==> src/rtl/num_pkg.sv <==
// Shared types for the numeric word path: the int/shortreal word union,
// the frame assembler states and the IEEE-754 single field positions.
package num_pkg;

  typedef union packed {
    logic [31:0] raw;
    int          i;
  } num_word_t;

  typedef enum logic [2:0] {
    TAG  = 3'd0,
    B0   = 3'd1,
    B1   = 3'd2,
    B2   = 3'd3,
    B3   = 3'd4,
    HOLD = 3'd5
  } asm_state_e;

  localparam int EXP_MSB = 30;
  localparam int EXP_LSB = 23;
  localparam int MAN_MSB = 22;
  localparam int MAN_LSB = 0;

  // Field masks let classifiers test the fields without slicing off the sign bit.
  localparam logic [31:0] EXP_MASK = ((32'd1 << (EXP_MSB - EXP_LSB + 1)) - 32'd1) << EXP_LSB;
  localparam logic [31:0] MAN_MASK = ((32'd1 << (MAN_MSB - MAN_LSB + 1)) - 32'd1) << MAN_LSB;

endpackage

==> src/rtl/num_classify.sv <==
// Combinational shortreal classifier: flags NaN and +/-infinity encodings.
module num_classify
  import num_pkg::*;
(
  input  logic [31:0] word_i,
  output logic        nan_o,
  output logic        inf_o
);

  logic expAllOnes;
  logic manZero;

  assign expAllOnes = (word_i & EXP_MASK) == EXP_MASK;
  assign manZero    = (word_i & MAN_MASK) == 32'd0;
  assign nan_o      = expAllOnes && !manZero;
  assign inf_o      = expAllOnes && manZero;

endmodule

==> src/rtl/num_word_assembler.sv <==
// Assembles tagged 5-byte frames into 32-bit numeric words with a valid/ready
// hand-off; frames with unknown tags are consumed, dropped and counted.
module num_word_assembler
  import num_pkg::*;
#(
  parameter logic [7:0] TAG_INT  = 8'h00,
  parameter logic [7:0] TAG_REAL = 8'h01
) (
  input  logic        clk,
  input  logic        rst,
  input  logic        in_valid,
  input  logic [7:0]  in_data,
  output logic        in_ready,
  output logic        out_valid,
  input  logic        out_ready,
  output logic [31:0] out_word,
  output logic        out_is_real,
  output logic        out_nan,
  output logic        out_inf,
  output logic        err_pulse,
  output logic [7:0]  err_cnt
);

  asm_state_e state_q, state_d;
  logic        bad_q, bad_d;
  logic        real_q, real_d;
  logic [23:0] payload_q, payload_d;
  num_word_t   word_q, word_d;
  logic        outValid_q, outValid_d;
  logic        isReal_q, isReal_d;
  logic        nan_q, nan_d;
  logic        inf_q, inf_d;
  logic        errPulse_q, errPulse_d;
  logic [7:0]  errCnt_q, errCnt_d;

  logic        inAccept;
  logic [31:0] assembled;
  logic        clsNan, clsInf;

  // Payload bytes shift in from the top so b0 ends up in the low byte.
  assign assembled = {in_data, payload_q};
  assign inAccept  = in_valid && (state_q != HOLD);

  num_classify u_classify (
    .word_i (assembled),
    .nan_o  (clsNan),
    .inf_o  (clsInf)
  );

  always_comb begin
    state_d    = state_q;
    bad_d      = bad_q;
    real_d     = real_q;
    payload_d  = payload_q;
    word_d     = word_q;
    outValid_d = outValid_q;
    isReal_d   = isReal_q;
    nan_d      = nan_q;
    inf_d      = inf_q;
    errPulse_d = 1'b0;
    errCnt_d   = errCnt_q;

    case (state_q)
      TAG: begin
        if (inAccept) begin
          real_d  = (in_data == TAG_REAL);
          bad_d   = !((in_data == TAG_INT) || (in_data == TAG_REAL));
          state_d = B0;
        end
      end
      B0, B1, B2: begin
        if (inAccept) begin
          payload_d = {in_data, payload_q[23:8]};
          state_d   = asm_state_e'(state_q + 3'd1);
        end
      end
      B3: begin
        if (inAccept) begin
          // A bad frame is only judged here so its payload bytes are still swallowed.
          if (bad_q) begin
            errPulse_d = 1'b1;
            if (errCnt_q != 8'hFF) errCnt_d = errCnt_q + 8'd1;
            state_d = TAG;
          end else begin
            word_d.raw = assembled;
            isReal_d   = real_q;
            nan_d      = real_q && clsNan;
            inf_d      = real_q && clsInf;
            outValid_d = 1'b1;
            state_d    = HOLD;
          end
        end
      end
      HOLD: begin
        if (out_ready) begin
          outValid_d = 1'b0;
          state_d    = TAG;
        end
      end
      default: state_d = TAG;
    endcase
  end

  always_ff @(posedge clk) begin
    if (rst) begin
      state_q    <= TAG;
      bad_q      <= 1'b0;
      real_q     <= 1'b0;
      payload_q  <= '0;
      word_q     <= '0;
      outValid_q <= 1'b0;
      isReal_q   <= 1'b0;
      nan_q      <= 1'b0;
      inf_q      <= 1'b0;
      errPulse_q <= 1'b0;
      errCnt_q   <= '0;
    end else begin
      state_q    <= state_d;
      bad_q      <= bad_d;
      real_q     <= real_d;
      payload_q  <= payload_d;
      word_q     <= word_d;
      outValid_q <= outValid_d;
      isReal_q   <= isReal_d;
      nan_q      <= nan_d;
      inf_q      <= inf_d;
      errPulse_q <= errPulse_d;
      errCnt_q   <= errCnt_d;
    end
  end

  assign in_ready    = (state_q != HOLD);
  assign out_valid   = outValid_q;
  assign out_word    = word_q.raw;
  assign out_is_real = isReal_q;
  assign out_nan     = nan_q;
  assign out_inf     = inf_q;
  assign err_pulse   = errPulse_q;
  assign err_cnt     = errCnt_q;

endmodule

==> config.mk <==
export PLATFORM = sky130hd
export DESIGN_NAME = num_word_assembler
export DESIGN_NICKNAME = d
export VERILOG_FILES = /design/src/rtl/num_pkg.sv /design/src/rtl/num_classify.sv /design/src/rtl/num_word_assembler.sv
export SDC_FILE = /design/constraint.sdc
export NUM_CORES = 1
export LEC_CHECK = 0
export BUFFER_PORTS_ARGS = -buffer_cell sky130_fd_sc_hd__buf_2
export CORE_MARGIN = 1
export CORE_UTILIZATION = 43
export DETAILED_ROUTE_END_ITERATION = 8
export GPL_TIMING_DRIVEN = 0
export PLACE_DENSITY = 0.75
export SYNTH_ARGS = -nofsm -noshare
export SYNTH_HDL_FRONTEND = slang
export SYNTH_SLANG_ARGS = --single-unit
==> constraint.sdc <==
create_clock -name clk -period 3.5 [get_ports clk]
set_input_delay 1.05 -clock clk [delete_from_list [all_inputs] [get_ports clk]]
set_output_delay 1.05 -clock clk [all_outputs]
set_load 0.1 [all_outputs]
Word level (Yosys, flattened, before mapping)

Cells that the tools add are included.

Bits in registers: 74
Latch bits: 0
Bits in writable memories: 0
Memory bits (read-only): 0
Input bits: 12
Output and inout bits: 46
Logic and storage cells: 61
Memories: 0

$add $sub $neg: 2
$mul: 0
Divide/modulo/power cells: 0
Magnitude comparators: 0
Eq/ne operators: 14
Shift-type cells: 0
Muxes and demuxes: 11
Bitwise operators: 3
Reduce and logical (&&, ||, !) cells: 20

Operators by type and width:

| cell                                                 | number |
|---|---|
| zero test 32 bit                                     | 1 |
| 2-to-1 mux 3 bit                                     | 5 |
| one-hot mux 3 bit (4 select lines)                   | 1 |
| AND reduction 4 bit                                  | 3 |
| != test 2 bit (second input constant)                | 5 |
| adder 8 x 1 -> 8 bit (second input constant)         | 1 |
| equality test 8 x 1 -> 1 bit (second input constant) | 1 |
| equality test 8 bit (second input constant)          | 1 |
| zero test 8 bit                                      | 1 |
| != test 8 bit (second input constant)                | 1 |
| equality test 3 x 2 -> 1 bit (second input constant) | 2 |
| equality test 3 bit (second input constant)          | 2 |
| OR reduction 3 bit                                   | 2 |
| logical AND 1 bit                                    | 5 |
| 2-to-1 mux 1 bit                                     | 4 |
| AND reduction 2 bit                                  | 2 |
| adder 3 x 1 -> 3 bit (second input constant)         | 1 |
| equality test 3 x 1 -> 1 bit (second input constant) | 1 |
| zero test 3 bit                                      | 1 |
| != test 3 bit (second input constant)                | 1 |
| NOT 1 bit                                            | 3 |
| AND reduction 3 bit                                  | 1 |
| zero test 1 bit                                      | 2 |
| one-hot mux 1 bit (2 select lines)                   | 1 |
| other kinds (2)                                      | 2 |

Depth between registers and ports, before layout

Gate-level depths: netlist (run 1).

Depth in word-level cells: 4
Depth in mapped cells: 7
Mapped depth without buffers: 6

Cells and area by module

A second synthesis (run 1) with hierarchy kept.

Cells, all modules: 364
Area total of the unflattened synthesis: 2,932.8 um^2

By module, submodules not included:

| module             | times used | cells each | area each (um^2) | sequential area each (um^2) |
|---|---|---|---|---|
| num_word_assembler | 1          | 351        | 2,844.0          | 1,481.4 |
| num_classify       | 1          | 13         | 88.8             | 0.0 |

Worst setup path after synthesis (run 1)

Ideal clock, no wire load.

Path type: register to output
Start point: reg state_q[1]
End point: out in_ready
Arrival time: 1.362 ns
Data required time: 2.450 ns
Slack: 1.088 ns
Stages on the path, launching flop included: 4
Buffers on the path: 0
Path through: dfxtp_1 -> inv_1 -> ha_1 -> nand2_1

Word-level cells in the longest chain between the ends: 1

RTL lines:

| what                     | RTL line                  | source |
|---|---|---|
| start: declaration       | num_word_assembler.sv:24  | `asm_state_e state_q, state_d;` |
| start signal: assignment | num_word_assembler.sv:118 | `state_q <= state_d;` |
| != test 3 bit            | num_word_assembler.sv:132 | `assign in_ready = (state_q != HOLD);` |
| end: declaration         | num_word_assembler.sv:13  | `output logic in_ready,` |

No other way between the ends.

Worst setup path after layout (run 1)

Same ends and word-level chain as after synthesis.

==> results_dict.tcl, run 1 <==
set metrics [dict create \
    outcome "complete, no violations" \
    cp.buffers_inverters 2 \
    max_stage_delay_ns 0.46 \
    rr_endpoint "payload_q[3]" \
    die-height_um 84.7 \
    ir_drop_mv 0.312 \
    arrival_ns 1.69 \
    slew_headroom_pct 61.7 \
    final_nets 448 \
    p_leak_nw 1.36 \
    rows 29 \
    p_per_area_nw_per_um2 518 \
    yosysMostFrequentCell "nand2_1" \
    synth_largest_area_cell "dfxtp_1" \
    fin_util_pct 54.4 \
    drv_cap 0 \
    placed_area_um2 3320 \
    first_pass_iters 6 \
    final_cell_area_um2 3510 \
    grtUsageMet3_pct 5.51 \
    synth_area_leaders "dfxtp_1 (50%), nand2_1 (16%), a21oi_1 (10%), ha_1 (2.6%), nor2_1 (2.2%)" \
    cp_cell_sequence "inv_1, ha_1, nand2_1, buf_2" \
    cts_tree "yes" \
    clk-insertion-delay-late_ns 0.36 \
    finalWirelength_mm 6.78 \
    drive_gt1_share_pct 19.1 \
    grt_pass1_wl_mm 11.4 \
    crit_path_start_kind "register" \
    area_delta_synth_final_pct 19.5 \
    hp-start "out_word[9]" \
    design.die.area_um2 7170 \
    yosysUniqueCellTypes 43 \
    r2r_slack_ns 1.46 \
    crit_start "state_q[1]" \
    core-area_um2 6460 \
    timing.hold.ws_ns 0.454 \
    worstSetupEndpointType "output pin" \
    r2r-start "state_q[0]" \
    cts-buffers-inserted 9 \
    drt.antenna.violating_nets 0 \
    maxSlewViolCount 0 \
    grt_busiest_layer "met2" \
    worstRegToRegCells 7 \
    crit_slowest_cell "buf_2" \
    min_path_type "reg -> reg" \
    diodes 0 \
    grt_max_degree 13 \
    hold_end "out_word[9]" \
    clock_sink_count 74 \
    drt_iter0_drc 121 \
    rsz0062_at_grt "no" \
    cts-root-buf "clkbuf_8" \
    antenna_found_initial 0 \
    ctsResizeCount 0 \
    worst_slew_pin_slew_ns 0.559 \
    ios 58 \
    gp_congestion 0.833 \
    syn_avg_cell_area_um2 8.10 \
    instances_no_fill 512 \
    tns_ns 0 \
    synthArstFlopShare_pct 0 \
    synth_nets 381 \
    io_buffer_count 56 \
    hold_viol 0 \
    finalSetupViolations 0 \
    path_class "reg -> out" \
    synth_edf_count 0 \
    die_x_um 84.7 \
    clk_pin_slew_ns 0.08 \
    netlist.area_leader.share_pct 50.4 \
    grt_util_met2_pct 31.6 \
    htree_levels 3 \
    grt_pass1_vias 2526 \
    synthFlopType "dfxtp_1" \
    wl_per_cell_um 13.2 \
    ys_seq_area_share_pct 50.4 \
    ctsHoldBuffers 0 \
    dpl.cell_count 496 \
    postSynthCellCount 363 \
    gr-total-overflow 0 \
    netlist_area_um2 2940 \
    crit_family "buffers and inverters" \
    fillCellCount 612 \
    fin_worst_skew_ns 0.00764 \
    dp_hpwl_mm 4.95 \
    whs_path_depth 2 \
    worstPathRequired_ns 2.45 \
    drc 0 \
    initial_core_util_pct 45.5 \
    synth_top_cells_by_count "nand2_1 (122), dfxtp_1 (74), a21oi_1 (60)" \
    routed_via_density 5.29 \
    post-cts-setup-buffer-count 0 \
    min_period_ns 2.74 \
    synth-seq-cells 74 \
    fmax_mhz 365 \
    grtUsageMet1_pct 25.5 \
    grt.total_usage_pct 20.2 \
    cts_max_path_buffers 2 \
    dr_total_vias 2708 \
    finalCritPeriodShare_pct 78.3 \
    yosys_warnings 0 \
    worstPathMaxFanout 6 \
]
-- cells by family (layout without fill, tap and decap cells) --
family                     after synthesis  in the layout  synth area share, %
muxes                                    2              2                0.724
and+or+nand+nor                        174            174                 25.8
adders and majority gates                6              6                 2.55
buffers and inverters                   23             95                 3.24
xor gates and xnor gates                 3              3                0.894
DFF                                     74             74                 50.4
AOI/OAI and AO/OA                       81             81                 16.3
-- area by class of cell --
| cell class | instances | area, um2 | share of cell area [%] |
|---|---|---|---|
| multi-input combinational | 266 | 1360 | 38.8 |
| inverter | 3 | 11.3 | 0.321 |
| buffer | 20 | 83.8 | 2.39 |
| clock inverter | 4 | 51.3 | 1.46 |
| timing repair buffer | 56 | 280 | 7.98 |
| tap | 77 | 96.3 | 2.74 |
| clock buffer | 12 | 145 | 4.13 |
| sequential | 74 | 1480 | 42.2 |
-- per-stage QoR --
| stage | setup WS, ns | total power, W |
|---|---|---|
| finish | 0.760 | 0.00182 |
| global route | 0.659 | 0.00189 |
| CTS | 0.743 | 0.00182 |
| global placement | 1.12 | 0.00117 |
| floorplan | 1.09 | 0.00111 |
| detailed placement | 1.08 | 0.00117 |
-- registers in the layout, indices dropped and copies added (netlist names), 3 cells and up --
signal	count
out_word	32
payload_q	24
err_cnt	8
state_q	3
-- routing by layer --
layer / part of all wire (%) / up-vias
met3: 4.5 / 13
li1: - / 1369
met1: 48 / 1270
met5: 0 / -
met4: 2.3 / 0
met2: 45 / 56
-- worst max path at each step --
stage                     endpoint  slack (ns)  cells past startpoint
after detailed placement   out_nan        1.08                      6
after global routing      in_ready        0.66                      4
final                     in_ready        0.76                      4
after floorplan           in_ready        1.09                      3
after global placement     out_nan        1.12                      6
after CTS                 in_ready        0.74                      4
-- where the power goes --
part | switching, W | internal [W]
clock | 0.000318 | 0.000349
sequential | 0.0000234 | 0.000864
combinational | 0.000193 | 0.0000723
-- cells in the final DEF, fill, tap and decap left out, drive strengths merged, types with 2 or more instances in the layout --
master | Yosys | final
nor2 | 17 | 17
a211oi | 3 | 3
a2111oi | 2 | 2
nand2 | 122 | 122
nor3b | 2 | 2
a22oi | 2 | 2
o2bb2ai | 2 | 2
o31ai | 2 | 2
nor3 | 4 | 4
ha | 6 | 6
a21oi | 60 | 60
dfxtp | 74 | 74
nand4 | 5 | 5
clkinv | 0 | 2
nand3 | 5 | 5
inv | 3 | 3
o21ai | 2 | 2
nor4 | 7 | 7
or4 | 2 | 2
buf | 8 | 64
clkbuf | 12 | 24
nor2b | 2 | 2
nand3b | 2 | 2
xnor2 | 3 | 3
-- worst register-to-register path, delay by kind of cell (launching register included) --
family	cells	cell delay, ns
fa+ha+maj	1	0.22
buf+inv	2	0.43
compound gates	3	0.85
flops	1	0.40
simple gates	1	0.08
Note: power is estimated with default switching activity, not from simulation.
==> run 2, diff against run 1 <==
--- a/config.mk
+++ b/config.mk
@@ -5,12 +5,13 @@
 export SDC_FILE = /design/constraint.sdc
 export NUM_CORES = 1
 export LEC_CHECK = 0
+export ABC_AREA = 1
 export BUFFER_PORTS_ARGS = -buffer_cell sky130_fd_sc_hd__buf_2
 export CORE_MARGIN = 1
 export CORE_UTILIZATION = 43
 export DETAILED_ROUTE_END_ITERATION = 8
 export GPL_TIMING_DRIVEN = 0
-export PLACE_DENSITY = 0.75
+export PLACE_DENSITY = 0.77
 export SYNTH_ARGS = -nofsm -noshare
 export SYNTH_HDL_FRONTEND = slang
 export SYNTH_SLANG_ARGS = --single-unit
==> constraint.sdc (replaced) <==
create_clock -name clk -period 2.45 [get_ports clk]
set_input_delay 0.735 -clock clk [delete_from_list [all_inputs] [get_ports clk]]
set_output_delay 0.735 -clock clk [all_outputs]
set_load 0.1 [all_outputs]
==> results_dict.tcl, run 2 <==
set metrics [dict create \
    diodes 0 \
    largest_reg_flops 32 \
    min_period_ns 2.33 \
    ir_drop_mv 0.642 \
    drt_iter0_drc 103 \
    crit_path_start_kind "register" \
    post-cts-setup-buffer-count 0 \
    tns_ns 0 \
    area_delta_synth_final_pct 20.3 \
    rr_endpoint "out_word[14]" \
    maxSlewViolCount 0 \
    ff_latch_area_um2 1480 \
    layout_common_cells "nor2_1 (98), dfxtp_1 (74), buf_2 (62), nand2_1 (53), o21ai_0 (47)" \
    synth_edf_count 0 \
    p_switching_w 0.00144 \
    power_w 0.00363 \
    grt_pass1_vias 2680 \
    worstPathRequired_ns 1.71 \
    ctsHoldBuffers 0 \
    first_pass_iters 4 \
    seqPwrFrac_pct 40.7 \
    clk-insertion-delay-late_ns 0.35 \
    yosys_warnings 0 \
    finalWirelength_mm 7.12 \
    whs_path_depth 2 \
    r2r-start "state_q[0]" \
    finalCritPeriodShare_pct 94.9 \
    worstSetupEndpointType "output pin" \
    worstPathMaxFanout 4 \
    synth_largest_area_cell "dfxtp_1" \
    gr-total-overflow 0 \
    path_class "reg -> out" \
    netlist_area_um2 3050 \
    fillCellCount 713 \
    cts-root-buf "clkbuf_8" \
    initial_core_util_pct 44.7 \
    p_int_w 0.00219 \
    syn_avg_cell_area_um2 7.46 \
    drv_cap 0 \
    hold_end "out_is_real" \
    ios 58 \
    cp.buffers_inverters 2 \
    cp_cell_sequence "inv_1, ha_1, nand2_2, buf_2" \
    fmax_mhz 430 \
    hp-start "out_is_real" \
    gp_congestion 0.855 \
    clock_sink_count 74 \
    grt.total_usage_pct 20.8 \
    clk_pin_slew_ns 0.07 \
    dr_total_vias 2826 \
    max_stage_delay_ns 0.44 \
    synth_top_cells_by_count "nor2_1 (98), dfxtp_1 (74), nand2_1 (53)" \
    die_x_um 86.2 \
    grt_max_degree 13 \
    multi_input_area_um2 1360 \
    outcome "complete, no violations" \
    ys_seq_area_share_pct 48.5 \
    design.die.area_um2 7440 \
    r2r_slack_ns 0.73 \
    worst_slew_pin_slew_ns 0.490 \
    crit_slowest_cell "buf_2" \
    drive_gt1_share_pct 20.4 \
    cts_max_path_buffers 2 \
    synthFlopType "dfxtp_1" \
    p_per_area_nw_per_um2 989 \
    p_leak_nw 1.77 \
    yosysUniqueCellTypes 29 \
    mostFrequentLayoutCell "nor2_1" \
    rows 30 \
    dp_hpwl_mm 5.25 \
    fin_worst_skew_ns 0.00809 \
    postSynthCellCount 409 \
    worstRegToRegCells 10 \
    slew_headroom_pct 67.6 \
    crit_family "buffers and inverters" \
    drt.antenna.violating_nets 0 \
    p_comb_share_pct 31.8 \
    arrival_ns 1.59 \
    synth-seq-cells 74 \
    final_nets 495 \
    fin_util_pct 53.7 \
    antenna_found_initial 0 \
    core-area_um2 6830 \
    min_path_type "reg -> reg" \
    synth_nets 427 \
    hold_viol 0 \
    timing.final.ws_setup_ns 0.124 \
    htree_levels 3 \
    synthArstFlopShare_pct 0 \
    netlist.area_leader.share_pct 48.5 \
    die-height_um 86.2 \
    swShare_pct 39.8 \
    synth_area_leaders "dfxtp_1 (49%), nor2_1 (12%), o21ai_0 (7.7%), nand2_1 (6.5%), a21oi_1 (6.1%)" \
    drc 0 \
    timing.hold.ws_ns 0.465 \
    cts_tree "yes" \
    grt_pass1_wl_mm 12.0 \
    pwr-share-clk_pct 27.5 \
    rsz0062_at_grt "no" \
    ctsResizeCount 0 \
    cts-buffers-inserted 9 \
    yosysMostFrequentCell "nor2_1" \
    pre_cts_slack_ns 0.490 \
    wl_per_cell_um 12.3 \
    routed_via_density 4.90 \
    io_buffer_count 57 \
    finalSetupViolations 0 \
]
run 2: cell count changes after synthesis, moves of 4 or more:
| cell | previous run | this run |
|---|---|---|
| nand2_2 | 0 | 4 |
| o21ai_1 | 0 | 14 |
| o21ai_0 | 2 | 47 |
| nand2_1 | 122 | 53 |
| nand3_1 | 5 | 10 |
| nor4_1 | 7 | 0 |
| buf_4 | 0 | 4 |
| clkbuf_1 | 12 | 7 |
| nor2_1 | 17 | 98 |
| inv_1 | 3 | 28 |
| a21oi_1 | 60 | 37 |
run 2: tightest hold or removal path, cell delays in order (launching register included):
cell,delay [ns]
dfxtp_1,0.31
nand2_1,0.06
a21oi_1,0.05
run 2: metal layers:
layer / wire length (um) / track usage [%]
met2: 3330 / 35.2
met5: 0 / 0
met1: 3350 / 25.8
met4: 79 / 6.36
met3: 358 / 5.52
run 2: worst max-delay path by stage:
stage                from          to  cells after the start  slack, ns
2_1_floorplan  err_cnt[1]  err_cnt[1]                      8       0.43
3_5_place_dp   state_q[1]    in_ready                      4       0.49
5_1_grt        state_q[1]    in_ready                      4       0.06
6_report       state_q[1]    in_ready                      4       0.12
3_3_place_gp   state_q[1]    in_ready                      4       0.52
4_1_cts        state_q[1]    in_ready                      4       0.11
run 2: area by class of cell:
cell class                 count  area share, %
tap                           96           3.27
inverter                      32           3.34
clock inverter                 3           1.30
timing repair buffer          57           7.77
multi-input combinational    286           36.9
sequential                    74           40.4
buffer                        17           2.52
clock buffer                  12           4.50
run 2: through the flow:
step                cell area, um2  std cells
floorplan                     3050        409
global placement              3460        562
detailed placement            3460        562
CTS                           3670        577
global route                  3670        577
finish                        3670        577
run 2: cells by family after synthesis:
kind of cell | share of synthesized area (%)
flops | 48.5
simple gates | 24.2
xor+xnor | 0.861
compound gates | 16.9
fa+ha+maj | 2.46
buf+inv | 7.05
run 2: power by group through the flow:
stage               clock, W  sequential [W]  combinational (W)
finish               0.00100         0.00148            0.00115
global route         0.00106         0.00150            0.00126
CTS                  0.00102         0.00148            0.00116
detailed placement         0         0.00150            0.00115
global placement           0         0.00150            0.00113
floorplan                  0         0.00190           0.000524
==> run 3, diff against run 2 <==
--- a/config.mk
+++ b/config.mk
@@ -11,7 +11,7 @@
 export CORE_UTILIZATION = 43
 export DETAILED_ROUTE_END_ITERATION = 8
 export GPL_TIMING_DRIVEN = 0
-export PLACE_DENSITY = 0.77
+export PLACE_DENSITY = 0.72
 export SYNTH_ARGS = -nofsm -noshare
 export SYNTH_HDL_FRONTEND = slang
 export SYNTH_SLANG_ARGS = --single-unit
==> results_dict.tcl, run 3 (same netlist as run 2, synthesis figures left out) <==
set metrics [dict create \
    maxSlewViolCount 0 \
    power_w 0.00356 \
    diodes 0 \
    design.die.area_um2 7440 \
    dr_total_vias 2827 \
    fmax_mhz 427 \
    outcome "complete, no violations" \
    gp_congestion 0.831 \
    arrival_ns 1.61 \
    ff_latch_area_um2 1480 \
    crit_path_start_kind "register" \
    fin_worst_skew_ns 0.00534 \
    p_per_area_nw_per_um2 976 \
    drt_iter0_drc 90 \
    grtUsageMet3_pct 5.05 \
    worst_slew_pin_slew_ns 0.497 \
    grtUsageMet1_pct 26.6 \
    drive_gt1_share_pct 20.4 \
    finalSetupViolations 0 \
    post-cts-setup-buffer-count 0 \
    final_nets 495 \
    pre_cts_slack_ns 0.477 \
    layout_common_cells "nor2_1 (98), dfxtp_1 (74), buf_2 (62), nand2_1 (53), o21ai_0 (47)" \
    path_class "reg -> out" \
    routed_via_density 4.90 \
    cts_tree "yes" \
    worstPathMaxFanout 4 \
    cts-buffers-inserted 9 \
    rows 30 \
    clk_pin_slew_ns 0.08 \
    grt_util_met2_pct 35.1 \
    fin_util_pct 53.4 \
    first_pass_iters 4 \
    slew_headroom_pct 66.9 \
    clk-insertion-delay-late_ns 0.35 \
    ir_drop_mv 0.525 \
    dpl.cell_count 562 \
    worstPathRequired_ns 1.71 \
    rsz0062_at_grt "no" \
    finalWirelength_mm 7.12 \
    cts-root-buf "clkbuf_8" \
    die-height_um 86.2 \
    ctsResizeCount 0 \
    ctsHoldBuffers 0 \
    timing.final.ws_setup_ns 0.109 \
    tns_ns 0 \
    die_x_um 86.2 \
    largest_reg_flops 32 \
    drt.antenna.violating_nets 0 \
    area_delta_synth_final_pct 19.6 \
    grt_pass1_vias 2631 \
    instances_no_fill 577 \
    mostFrequentLayoutCell "nor2_1" \
    max_stage_delay_ns 0.43 \
    drc 0 \
    p_leak_nw 1.76 \
    clock_sink_count 74 \
    multi_input_area_um2 1360 \
    drv_cap 0 \
    min_period_ns 2.34 \
    worstSetupEndpointType "output pin" \
    min_path_type "reg -> reg" \
    htree_levels 3 \
    ios 58 \
    grt.total_usage_pct 20.8 \
    hold_viol 0 \
    grt_pass1_wl_mm 12.1 \
    cts_max_path_buffers 2 \
    initial_core_util_pct 44.7 \
    wl_per_cell_um 12.3 \
    gr-total-overflow 0 \
    cp_cell_sequence "inv_1, ha_1, nand2_2, buf_2" \
    core-area_um2 6830 \
    antenna_found_initial 0 \
    io_buffer_count 57 \
    finalCritPeriodShare_pct 95.6 \
    dp_hpwl_mm 5.18 \
    fillCellCount 695 \
    crit_slowest_cell "buf_2" \
    grt_max_degree 14 \
    grt_busiest_layer "met2" \
]
run 3: changes by cell type in the layout (fill, tap and decap cells not counted):
cell and delta:
clkbuf_8 -3, clkinvlp_4 +2, clkinv_2 +1, clkinv_4 -1, inv_6 +1
run 3: final cells by class:
cell class / instances / area share, %
buffer: 17 / 2.54
clock buffer: 9 / 3.40
clock inverter: 6 / 1.85
inverter: 32 / 3.36
multi-input combinational: 286 / 37.1
sequential: 74 / 40.6
tap: 96 / 3.29
timing repair buffer: 57 / 7.82
run 3: stage by stage:
stage / cell area, um2 / hold WS, ns
3_3_place_gp: 3460 / 0.453
5_1_grt: 3650 / 0.493
4_1_cts: 3650 / 0.466
6_report: 3650 / 0.466
3_5_place_dp: 3460 / 0.455
2_1_floorplan: 3050 / 0.444
run 3: routing by layer:
metal  wire length [um]  share of wire, %
met2               3370                47
met5                  0                 0
met1               3250                46
met3                426               6.0
met4                 68              0.96
run 3: final timing paths:
path	from	to	slack, ns	cells past startpoint
worst max-delay path	state_q[1]	in_ready	0.11	4
worst min-delay path	real_q	real_q	0.47	2
worst max register to register	state_q[1]	out_word[14]	0.71	9
worst min register to register	real_q	real_q	0.47	2
run 3: critical path: cells and delay by family (launching register included):
kind | cells | cell delay, ns
buffers and inverters | 2 | 0.52
DFF | 1 | 0.39
adders and majority gates | 1 | 0.23
and+or+nand+nor | 1 | 0.12
run 3: report_power, final:
part           internal [W]  total, W  switching [W]
clock              0.000468  0.000931       0.000463
sequential          0.00136   0.00148       0.000117
combinational      0.000271   0.00115       0.000881
